$ cat config.mk
export PLATFORM = sky130hd
export DESIGN_NAME = cnt_ascii_tx
export DESIGN_NICKNAME = d
export VERILOG_FILES = /design/src/rtl/cnt_ascii_tx.sv
export SDC_FILE = /design/constraint.sdc
export NUM_CORES = 1
export LEC_CHECK = 0
export ABC_AREA = 1
export ABC_CLOCK_PERIOD_IN_PS = 4000
export CAP_MARGIN = 10
export CORE_MARGIN = 1
export CORE_UTILIZATION = 40
export DETAILED_ROUTE_END_ITERATION = 10
export SLEW_MARGIN = 5
export SYNTH_ARGS = -nofsm -noshare
export SYNTH_HDL_FRONTEND = slang
export SYNTH_SLANG_ARGS = --single-unit
export TNS_END_PERCENT = 30
$ cat constraint.sdc
create_clock -name clk -period 4 [get_ports clk]
set_clock_uncertainty 0.15 [all_clocks]
set_input_delay 0.8 -clock clk [delete_from_list [all_inputs] [get_ports clk]]
set_output_delay 0.8 -clock clk [all_outputs]
set_load 0.1 [all_outputs]
$ cat src/rtl/cnt_ascii_tx.sv
// Reports a saturated 0-9999 count as four ASCII decimal digits through UART_TX.
// Define CNT_TX_CRLF_EN to append CR LF to every report.
module cnt_ascii_tx #(
  parameter int BIN_W = 14
) (
  input  logic             clk,
  input  logic             rst,
  input  logic             send,
  input  logic [BIN_W-1:0] count,
  input  logic             tx_busy,
  output logic             tx_start,
  output logic [7:0]       tx_data,
  output logic             busy,
  output logic             done
);

`ifdef CNT_TX_CRLF_EN
  localparam int NUM_BYTES = 6;
`else
  localparam int NUM_BYTES = 4;
`endif
  localparam logic [2:0] LAST_IDX = 3'(NUM_BYTES - 1);

  typedef enum logic [2:0] {
    IDLE, CONV, LOAD, WAIT_FREE, START, WAIT_ACK, WAIT_END, FIN
  } state_t;

  state_t      state, state_next;
  logic [29:0] dd;
  logic [3:0]  iter;
  logic [2:0]  idx;
  logic [31:0] count_ext;
  logic [13:0] sat_val;
  logic [7:0]  byte_sel;

  // Double-dabble register: BCD digits in [29:14], remaining binary in [13:0].
  function automatic logic [29:0] dd_step(input logic [29:0] v);
    logic [29:0] t;
    t = v;
    for (int d = 0; d < 4; d++) begin
      if (t[14+4*d +: 4] >= 4'd5)
        t[14+4*d +: 4] = t[14+4*d +: 4] + 4'd3;
    end
    return {t[28:0], 1'b0};
  endfunction

  always_comb begin
    count_ext = 32'(count);
    sat_val   = (count_ext > 32'd9999) ? 14'd9999 : count_ext[13:0];
  end

  always_comb begin
    byte_sel = 8'h30;
    case (idx)
      3'd0: byte_sel = 8'h30 + {4'd0, dd[29:26]};
      3'd1: byte_sel = 8'h30 + {4'd0, dd[25:22]};
      3'd2: byte_sel = 8'h30 + {4'd0, dd[21:18]};
      3'd3: byte_sel = 8'h30 + {4'd0, dd[17:14]};
`ifdef CNT_TX_CRLF_EN
      3'd4: byte_sel = 8'h0D;
      3'd5: byte_sel = 8'h0A;
`endif
      default: byte_sel = 8'h30;
    endcase
  end

  always_comb begin
    state_next = state;
    case (state)
      IDLE:      if (send) state_next = CONV;
      CONV:      if (iter == 4'd13) state_next = LOAD;
      LOAD:      state_next = WAIT_FREE;
      WAIT_FREE: if (!tx_busy) state_next = START;
      START:     state_next = WAIT_ACK;
      WAIT_ACK:  if (tx_busy) state_next = WAIT_END;
      WAIT_END:  if (!tx_busy) state_next = (idx == LAST_IDX) ? FIN : LOAD;
      FIN:       state_next = IDLE;
      default:   state_next = IDLE;
    endcase
  end

  always_ff @(posedge clk or negedge rst) begin
    if (!rst) state <= IDLE;
    else      state <= state_next;
  end

  // Outputs are registered from the next state so each is glitch-free and aligned with its state.
  always_ff @(posedge clk or negedge rst) begin
    if (!rst) begin
      tx_start <= 1'b0;
      busy     <= 1'b0;
      done     <= 1'b0;
    end else begin
      tx_start <= (state_next == START);
      busy     <= (state_next != IDLE);
      done     <= (state_next == FIN);
    end
  end

  always_ff @(posedge clk or negedge rst) begin
    if (!rst) begin
      dd      <= '0;
      iter    <= '0;
      idx     <= '0;
      tx_data <= 8'h00;
    end else begin
      case (state)
        IDLE: begin
          idx  <= '0;
          iter <= '0;
          if (send) dd <= {16'd0, sat_val};
        end
        CONV: begin
          dd   <= dd_step(dd);
          iter <= iter + 4'd1;
        end
        LOAD: tx_data <= byte_sel;
        WAIT_END: if (!tx_busy && idx != LAST_IDX) idx <= idx + 3'd1;
        default: ;
      endcase
    end
  end

endmodule

==> impl_metrics.tcl, run 1 <==
set metrics [dict create \
    status "complete, no violations" \
    worst_skew_pair.late_latency_ns 0.30 \
    clk_pin_slew_ns 0.09 \
    grt_pass1_vias 2234 \
    syn2layout_area_growth_pct 14.1 \
    die_h_um 85.9 \
    clock-sinks 48 \
    postCtsSetupRepairBufs 0 \
    hpwl_um 4120 \
    required_ns 3.05 \
    fin_nets 425 \
    placementRows 30 \
    ys_warn_count 0 \
    synth_top_area_cell "dfrtp_1" \
    path_delay_family "buffers and inverters" \
    ys_seq_area_share_pct 42.6 \
    relSlewSlack_pct 28.5 \
    min_period_ns 2.76 \
    design_area_um2 3210 \
    clockBufferDepth 2 \
    place_worst_setup_slack_ns 1.31 \
    worst_path_max_delay_cell "clkdlybuf4s50_1" \
    cp_num_cells 1 \
    postCtsHoldBufs 0 \
    path_class "register to output pin" \
    path_buf_inv 1 \
    fillers 723 \
    place_inst 481 \
    synth_top_area_share_pct 42.6 \
    dr.first_iter.drc_count 166 \
    drc_errors 0 \
    placed_cell_area_um2 3120 \
    wl_per_cell_um 11.7 \
    path_cells "clkdlybuf4s50_1" \
    syn-cell-area_um2 2820 \
    ir_worst_vdd_mv 0.289 \
    rr_worst_depth 9 \
    cts_buffers 5 \
    fin_cells 488 \
    port_buffers 26 \
    fin_crit_sh_pct 69.1 \
    die_x_um 85.9 \
    cp_max_fo 3 \
    grt.total_usage_pct 17.2 \
    drive_gt1_share_pct 8.16 \
    hold_depth 2 \
    hold_path_class "register to register" \
    regArea_um2 1200 \
    finalHoldViolations 0 \
    cp.arrival_ns 1.81 \
    final_util_pct 47.3 \
    crit_path_max_incr_delay_ns 1.14 \
    multi_input_area_um2 1310 \
    setup_viol 0 \
    grt.overflow.total 0 \
    antenna_cells 0 \
    leakagePower_nw 1.66 \
    ys_top_cells_by_area "dfrtp_1, nand2_1, inv_1, ha_1, nand3_1" \
    htreeDepth 2 \
    power_mw 2.53 \
    worst_pin_slew_ns 1.07 \
    viasPerCell 4.78 \
    synth_cell_types 28 \
    antenna_found_initial 0 \
    cap_violations 0 \
    synth_area_per_cell_um2 7.67 \
    ys_ff_latch 48 \
    pin_count 29 \
    maxSlewViolCount 0 \
    endpoint_kind "output pin" \
    post_cts_resized 0 \
    postLayoutSetupSlackWorst_ns 1.24 \
    fmax_ghz 0.362 \
    core_um2 6790 \
    syn_inst 367 \
    holdWs_ns 0.336 \
    start_util_pct 41.5 \
    tns_ns 0 \
    gp_congestion 0.826 \
    routed_wirelength_um 5720 \
    tritoncts "built" \
    grt_pass1_wl_um 10000 \
    first_pass_iters 4 \
    rsz0062_at_grt "no" \
    root_buffer "clkbuf_8" \
    power.density_nw_per_um2 787 \
    vias 2332 \
    ant_nets 0 \
    die-area_um2 7380 \
    grt_max_degree 49 \
    startpoint_type "register" \
]
==> kinds of logic after synthesis <==
kind of cell | Yosys count | share of synthesized area (%)
simple gates | 179 | 27.3
other cells | 1 | 0.133
xor+xnor | 5 | 1.55
fa+ha+maj | 15 | 6.66
compound gates | 50 | 10.8
flops | 48 | 42.6
buf+inv | 69 | 10.9
==> final cells by class <==
cell class                 instances  area share [%]
multi-input combinational        251            40.8
sequential                        48            37.4
timing repair buffer              27            8.17
inverter                          59            6.89
tap                               96            3.74
clock buffer                       7            3.00
==> synth_stat cells <==
cell type	count
nand2_1	114
buf_2	2
dfrtp_1	48
o22ai_1	7
nand2_4	1
xor2_1	4
a31oi_1	1
buf_4	4
o21ai_1	4
nor2_4	2
nand4_4	1
nand4_1	2
a21oi_1	1
xnor2_1	1
ha_1	15
o2111ai_1	1
inv_1	55
nor2_2	1
nand2_2	1
o21ai_2	11
or2_2	1
o21ai_0	25
inv_2	4
buf_6	4
conb_1	1
nand3_1	30
nor3_2	1
nor2_1	25
==> registers in the layout, summed over array words and instances (netlist names) <==
| name | cells |
|---|---|
| done | 1 |
| tx_data | 5 |
| state | 3 |
| dd | 30 |
| iter | 4 |
| tx_start | 1 |
| busy | 1 |
| idx | 3 |
==> path summary, 6_finish.rpt <==
path	from	endpoint	slack (ns)
worst max-delay path	tx_data[4]	tx_data[4]	1.24
worst min-delay path	tx_data[0]	tx_data[0]	0.34
worst max register to register	state[0]	dd[3]	2.01
worst min register to register	tx_data[0]	tx_data[0]	0.34
max in group asynchronous	rst	dd[18]	2.50
min in group asynchronous	rst	tx_data[2]	0.53
==> cells in the final DEF (no fill, tap or decap) <==
cell type,instances
a21oi_1,1
a31oi_1,1
buf_2,1
buf_4,1
clkbuf_8,7
clkdlybuf4s50_1,25
conb_1,2
dfrtp_1,48
ha_1,15
inv_1,55
inv_2,4
nand2_1,114
nand2_2,1
nand2_4,1
nand3_1,30
nand4_1,2
nand4_4,1
nor2_1,25
nor2_2,1
nor2_4,2
nor3_2,1
o2111ai_1,1
o21ai_0,25
o21ai_1,4
o21ai_2,11
o22ai_1,7
or2_2,1
xnor2_1,1
xor2_1,4
==> metal layers <==
| layer | track usage, % | up-vias | part of all wire [%] |
|---|---|---|---|
| met1 | 22.1 | 1083 | 49 |
| li1 | - | 1190 | - |
| met2 | 28.7 | 47 | 46 |
| met3 | 3.95 | 12 | 2.9 |
| met4 | 5.61 | 0 | 1.6 |
| met5 | 0 | - | 0 |
==> power by group <==
| part | internal [mW] | switching [mW] |
|---|---|---|
| Clock | 0.154 | 0.164 |
| Combinational | 0.418 | 0.977 |
| Sequential | 0.682 | 0.134 |
Note: power is estimated with default switching activity, not from simulation.
==> run 2: changes to the inputs <==
--- a/config.mk
+++ b/config.mk
@@ -6,7 +6,7 @@
 export NUM_CORES = 1
 export LEC_CHECK = 0
 export ABC_AREA = 1
-export ABC_CLOCK_PERIOD_IN_PS = 4000
+export ABC_CLOCK_PERIOD_IN_PS = 2840
 export CAP_MARGIN = 10
 export CORE_MARGIN = 1
 export CORE_UTILIZATION = 40
==> constraint.sdc (replaced) <==
create_clock -name clk -period 2.84 [get_ports clk]
set_clock_uncertainty 0.15 [all_clocks]
set_input_delay 0.568 -clock clk [delete_from_list [all_inputs] [get_ports clk]]
set_output_delay 0.568 -clock clk [all_outputs]
set_load 0.1 [all_outputs]
==> impl_metrics.tcl, run 2 (same netlist as run 1, synthesis figures left out) <==
set metrics [dict create \
    root_buffer "clkbuf_8" \
    syn2layout_area_growth_pct 13.6 \
    htreeDepth 2 \
    die_h_um 85.9 \
    port_buffers 26 \
    postLayoutSetupSlackWorst_ns 0.842 \
    startpoint_type "primary input" \
    gp_congestion 0.847 \
    largest_reg_flops 30 \
    relSlewSlack_pct 56.8 \
    placementRows 30 \
    maxSlewViolCount 0 \
    ir_worst_vdd_mv 0.301 \
    clk_pin_slew_ns 0.09 \
    final_util_pct 47.1 \
    top_register "dd" \
    grt.total_usage_pct 17.5 \
    path_class "primary input to register" \
    fin_crit_sh_pct 70.3 \
    antenna_cells 0 \
    cp_max_fo 20 \
    layout_commonest_cell "nand2_1" \
    postCtsHoldBufs 0 \
    core_um2 6790 \
    drive_gt1_share_pct 10.6 \
    worst_skew_pair.late_latency_ns 0.30 \
    grt_max_degree 27 \
    leakagePower_nw 1.67 \
    layout_common_cells "nand2_1, inv_1, dfrtp_1, nand3_1" \
    place_inst 483 \
    path_cells "clkdlybuf4s50_1, nand4_4, nand2_2, inv_2, nand2_1, nand2_1, inv_1, nand2_1" \
    postCtsSetupRepairBufs 0 \
    crit_path_max_incr_delay_ns 0.53 \
    finalHoldViolations 0 \
    cp.arrival_ns 2.04 \
    viasPerCell 4.64 \
    worst_path_max_delay_cell "clkdlybuf4s50_1" \
    fin_cells 491 \
    start_util_pct 41.5 \
    endpoint_kind "register" \
    drc_errors 0 \
    grt.overflow.total 0 \
    cpMostUsedCell "nand2_1" \
    post_cts_resized 0 \
    required_ns 2.89 \
    ant_nets 0 \
    fin_nets 427 \
    grt_pass1_wl_um 10200 \
    clockBufferDepth 2 \
    cap_violations 0 \
    hold_path_class "primary input to asynchronous set/reset pin" \
    clock-sinks 48 \
    setup_viol 0 \
    first_pass_iters 4 \
    die_x_um 85.9 \
    holdWs_ns 0.133 \
    status "complete, no violations" \
    fmax_ghz 0.501 \
    grt_pass1_vias 2260 \
    pin_count 29 \
    tritoncts "built" \
    rsz0062_at_grt "no" \
    antenna_found_initial 0 \
    vias 2280 \
    wl_per_cell_um 11.5 \
    tns_ns 0 \
    worst_pin_slew_ns 0.648 \
    min_period_ns 2.00 \
    cts_buffers 5 \
    routed_wirelength_um 5630 \
    hpwl_um 4170 \
    die-area_um2 7380 \
    reg_top3 "dd: 30 flops, tx_data: 5 flops, iter: 4 flops" \
    place_worst_setup_slack_ns 0.480 \
    power.density_nw_per_um2 1100 \
    dr.first_iter.drc_count 71 \
]
## run 2: cell types whose count changed in the layout (fill, tap and decap cells not counted), sizes merged
cell,change
clkbuf,+1
buf,+11
clkdlybuf4s50,-9
## run 2: layout make-up
type                    count  area, um^2
fillers                   708        3590
multi-input cells         251        1310
flip-flops and latches     48        1200
repair buffers             29         255
inverters                  59         221
well taps                  96         120
clock buffers               8        90.1
## run 2: power by group
| group | switching (mW) | total [mW] | internal, mW |
|---|---|---|---|
| Sequential | 0.187 | 1.15 | 0.961 |
| Clock | 0.224 | 0.423 | 0.199 |
| Combinational | 1.37 | 1.96 | 0.588 |
## run 2: critical path, delay by kind of cell
kind	cells	cell delay (ns)
AND/OR/NAND/NOR	5	0.74
buffers and inverters	3	0.74
## run 2: stage by stage
step | area, um^2 | power (mW)
4_1_cts | 3200 | 3.57
6_report | 3200 | 3.53
5_1_grt | 3200 | 3.87
3_5_place_dp | 3110 | 3.13
2_1_floorplan | 2820 | 2.80
3_3_place_gp | 3110 | 3.09
## run 2: worst paths after layout
kind,startpoint,endpoint,slack (ns),cells after the start
worst max-delay path,send,dd[8],0.84,8
worst min-delay path,rst,dd[28],0.13,1
worst max register to register,state[0],dd[8],0.96,9
worst min register to register,tx_data[3],tx_data[3],0.33,2
max in group asynchronous,rst,dd[27],1.77,2
min in group clk,tx_data[3],tx_data[3],0.33,2
## run 2: metal layers
metal,vias to the layer above,part of all wire (%),track usage [%]
li1,1194,-,-
met1,1054,52,24.4
met2,27,45,27.8
met3,5,1.8,2.60
met4,0,1.3,6.21
met5,-,0,0
==> run 3: changes to the inputs <==
--- a/config.mk
+++ b/config.mk
@@ -6,7 +6,7 @@
 export NUM_CORES = 1
 export LEC_CHECK = 0
 export ABC_AREA = 1
-export ABC_CLOCK_PERIOD_IN_PS = 2840
+export ABC_CLOCK_PERIOD_IN_PS = 2000
 export CAP_MARGIN = 10
 export CORE_MARGIN = 1
 export CORE_UTILIZATION = 40
==> constraint.sdc (replaced) <==
create_clock -name clk -period 2 [get_ports clk]
set_clock_uncertainty 0.15 [all_clocks]
set_input_delay 0.4 -clock clk [delete_from_list [all_inputs] [get_ports clk]]
set_output_delay 0.4 -clock clk [all_outputs]
set_load 0.1 [all_outputs]
==> impl_metrics.tcl, run 3 (same netlist as run 1, synthesis figures left out) <==
set metrics [dict create \
    status "complete, no violations" \
    grt.overflow.total 0 \
    start_util_pct 41.5 \
    rsz0062_at_grt "no" \
    pin_count 29 \
    cp_max_fo 6 \
    antenna_found_initial 0 \
    grt_max_degree 49 \
    fmax_ghz 0.573 \
    grt_use_met2_pct 27.9 \
    core_um2 6790 \
    startpoint_type "register" \
    grt_pass1_vias 2272 \
    r2r_slack_ns 0.25 \
    worst_skew_pair.late_latency_ns 0.30 \
    grt_busiest_layer "met2" \
    htreeDepth 2 \
    cap_violations 0 \
    dr.first_iter.drc_count 109 \
    internal_power_mw 2.74 \
    die-area_um2 7380 \
    tritoncts "built" \
    clockBufferDepth 2 \
    antenna_cells 0 \
    placementRows 30 \
    pwr-share-clk_pct 11.1 \
    reg_top3 "dd: 30 flops, tx_data: 5 flops, iter: 4 flops" \
    root_buffer "clkbuf_8" \
    die_x_um 85.9 \
    cp.arrival_ns 1.77 \
    gr-usage-met1_pct 21.6 \
    hpwl_um 4040 \
    path_class "register to register" \
    first_pass_iters 4 \
    drc_errors 0 \
    hold_path_class "register to register" \
    fillers 657 \
    top_register "dd" \
    wl_per_cell_um 11.0 \
    endpoint_kind "register" \
    clk_pin_slew_ns 0.08 \
    clock-sinks 48 \
    fin_nets 430 \
    min_from "dd[3]" \
    ant_nets 0 \
    power.density_nw_per_um2 1570 \
    multi_input_area_um2 1310 \
    cts_buffers 5 \
    fin_crit_sh_pct 87.3 \
    largest_reg_flops 30 \
    place_inst 485 \
    syn2layout_area_growth_pct 19.4 \
    seqPwrFrac_pct 31.5 \
    min_period_ns 1.75 \
    required_ns 2.02 \
    grt.total_usage_pct 16.7 \
    routed_wirelength_um 5420 \
    startpoint "idx[0]" \
    finalHoldViolations 0 \
    p_switching_mw 2.56 \
    postCtsHoldBufs 1 \
    netSwitchingFraction_pct 48.4 \
    grt_pass1_wl_um 9770 \
    leakagePower_nw 1.73 \
    viasPerCell 4.70 \
    maxSlewViolCount 0 \
    gp_congestion 0.844 \
    port_buffers 26 \
    comb_power_share_pct 57.4 \
    fin_cells 494 \
    post_cts_resized 0 \
    grtUsageMet3_pct 2.60 \
    design_area_um2 3360 \
    layout_common_cells "nand2_1, inv_1, dfrtp_1, nand3_1" \
    vias 2320 \
    ir_worst_vdd_mv 0.521 \
    regArea_um2 1200 \
    tns_ns 0 \
    placed_cell_area_um2 3260 \
    worstReg2RegStart "idx[0]" \
    drive_gt1_share_pct 11.1 \
    postCtsSetupRepairBufs 0 \
    die_h_um 85.9 \
    setup_viol 0 \
    layout_commonest_cell "nand2_1" \
]
-- run 3: area by class of cell --
type,instances,share of cell area [%]
Tap cell,96,3.57
Inverter,59,6.58
Timing Repair Buffer,32,12.4
Multi-Input combinational cell,251,39.0
Sequential cell,48,35.7
Clock buffer,8,2.68
-- run 3: power by group through the flow --
stage | logic [mW] | clock network (mW) | registers (mW)
detailed placement | 3.06 | 0 | 1.69
global route | 3.40 | 0.649 | 1.72
global placement | 3.02 | 0 | 1.67
CTS | 3.08 | 0.614 | 1.67
floorplan | 2.01 | 0 | 1.97
finish | 3.04 | 0.589 | 1.67
-- run 3: per-stage QoR --
step	hold slack (ns)	worst slack (ns)	util, %	total power [mW]
2_1_floorplan	-0.0456	0.116	-	3.97
3_3_place_gp	0.257	0.153	48.0	4.70
3_5_place_dp	0.259	0.129	48.0	4.75
4_1_cts	0.360	0.233	49.5	5.36
5_1_grt	0.393	0.0978	49.5	5.77
6_report	0.354	0.255	49.5	5.30
-- run 3: final timing paths --
kind                         endpoint  cells past startpoint
setup / recovery                 busy                      8
hold / removal                  dd[4]                      2
setup reg to reg                 busy                      8
hold reg to reg                 dd[4]                      2
max in group asynchronous    state[1]                      3
min in group asynchronous  tx_data[4]                      3
-- run 3: worst max-delay path: stages (launching register included) --
cell and delay [ns]:
dfrtp_1 0.43, ha_1 0.22, ha_1 0.17, inv_1 0.15, nand2_1 0.11, nand2_1 0.07, o21ai_0 0.07, nor2_1 0.15
nand4_1 0.10
-- run 3: metal layers --
| layer | share of wire (%) | vias up |
|---|---|---|
| met4 | 1.5 | 0 |
| met3 | 3.0 | 5 |
| met1 | 48 | 1064 |
| met5 | 0 | - |
| met2 | 48 | 48 |
| li1 | - | 1203 |
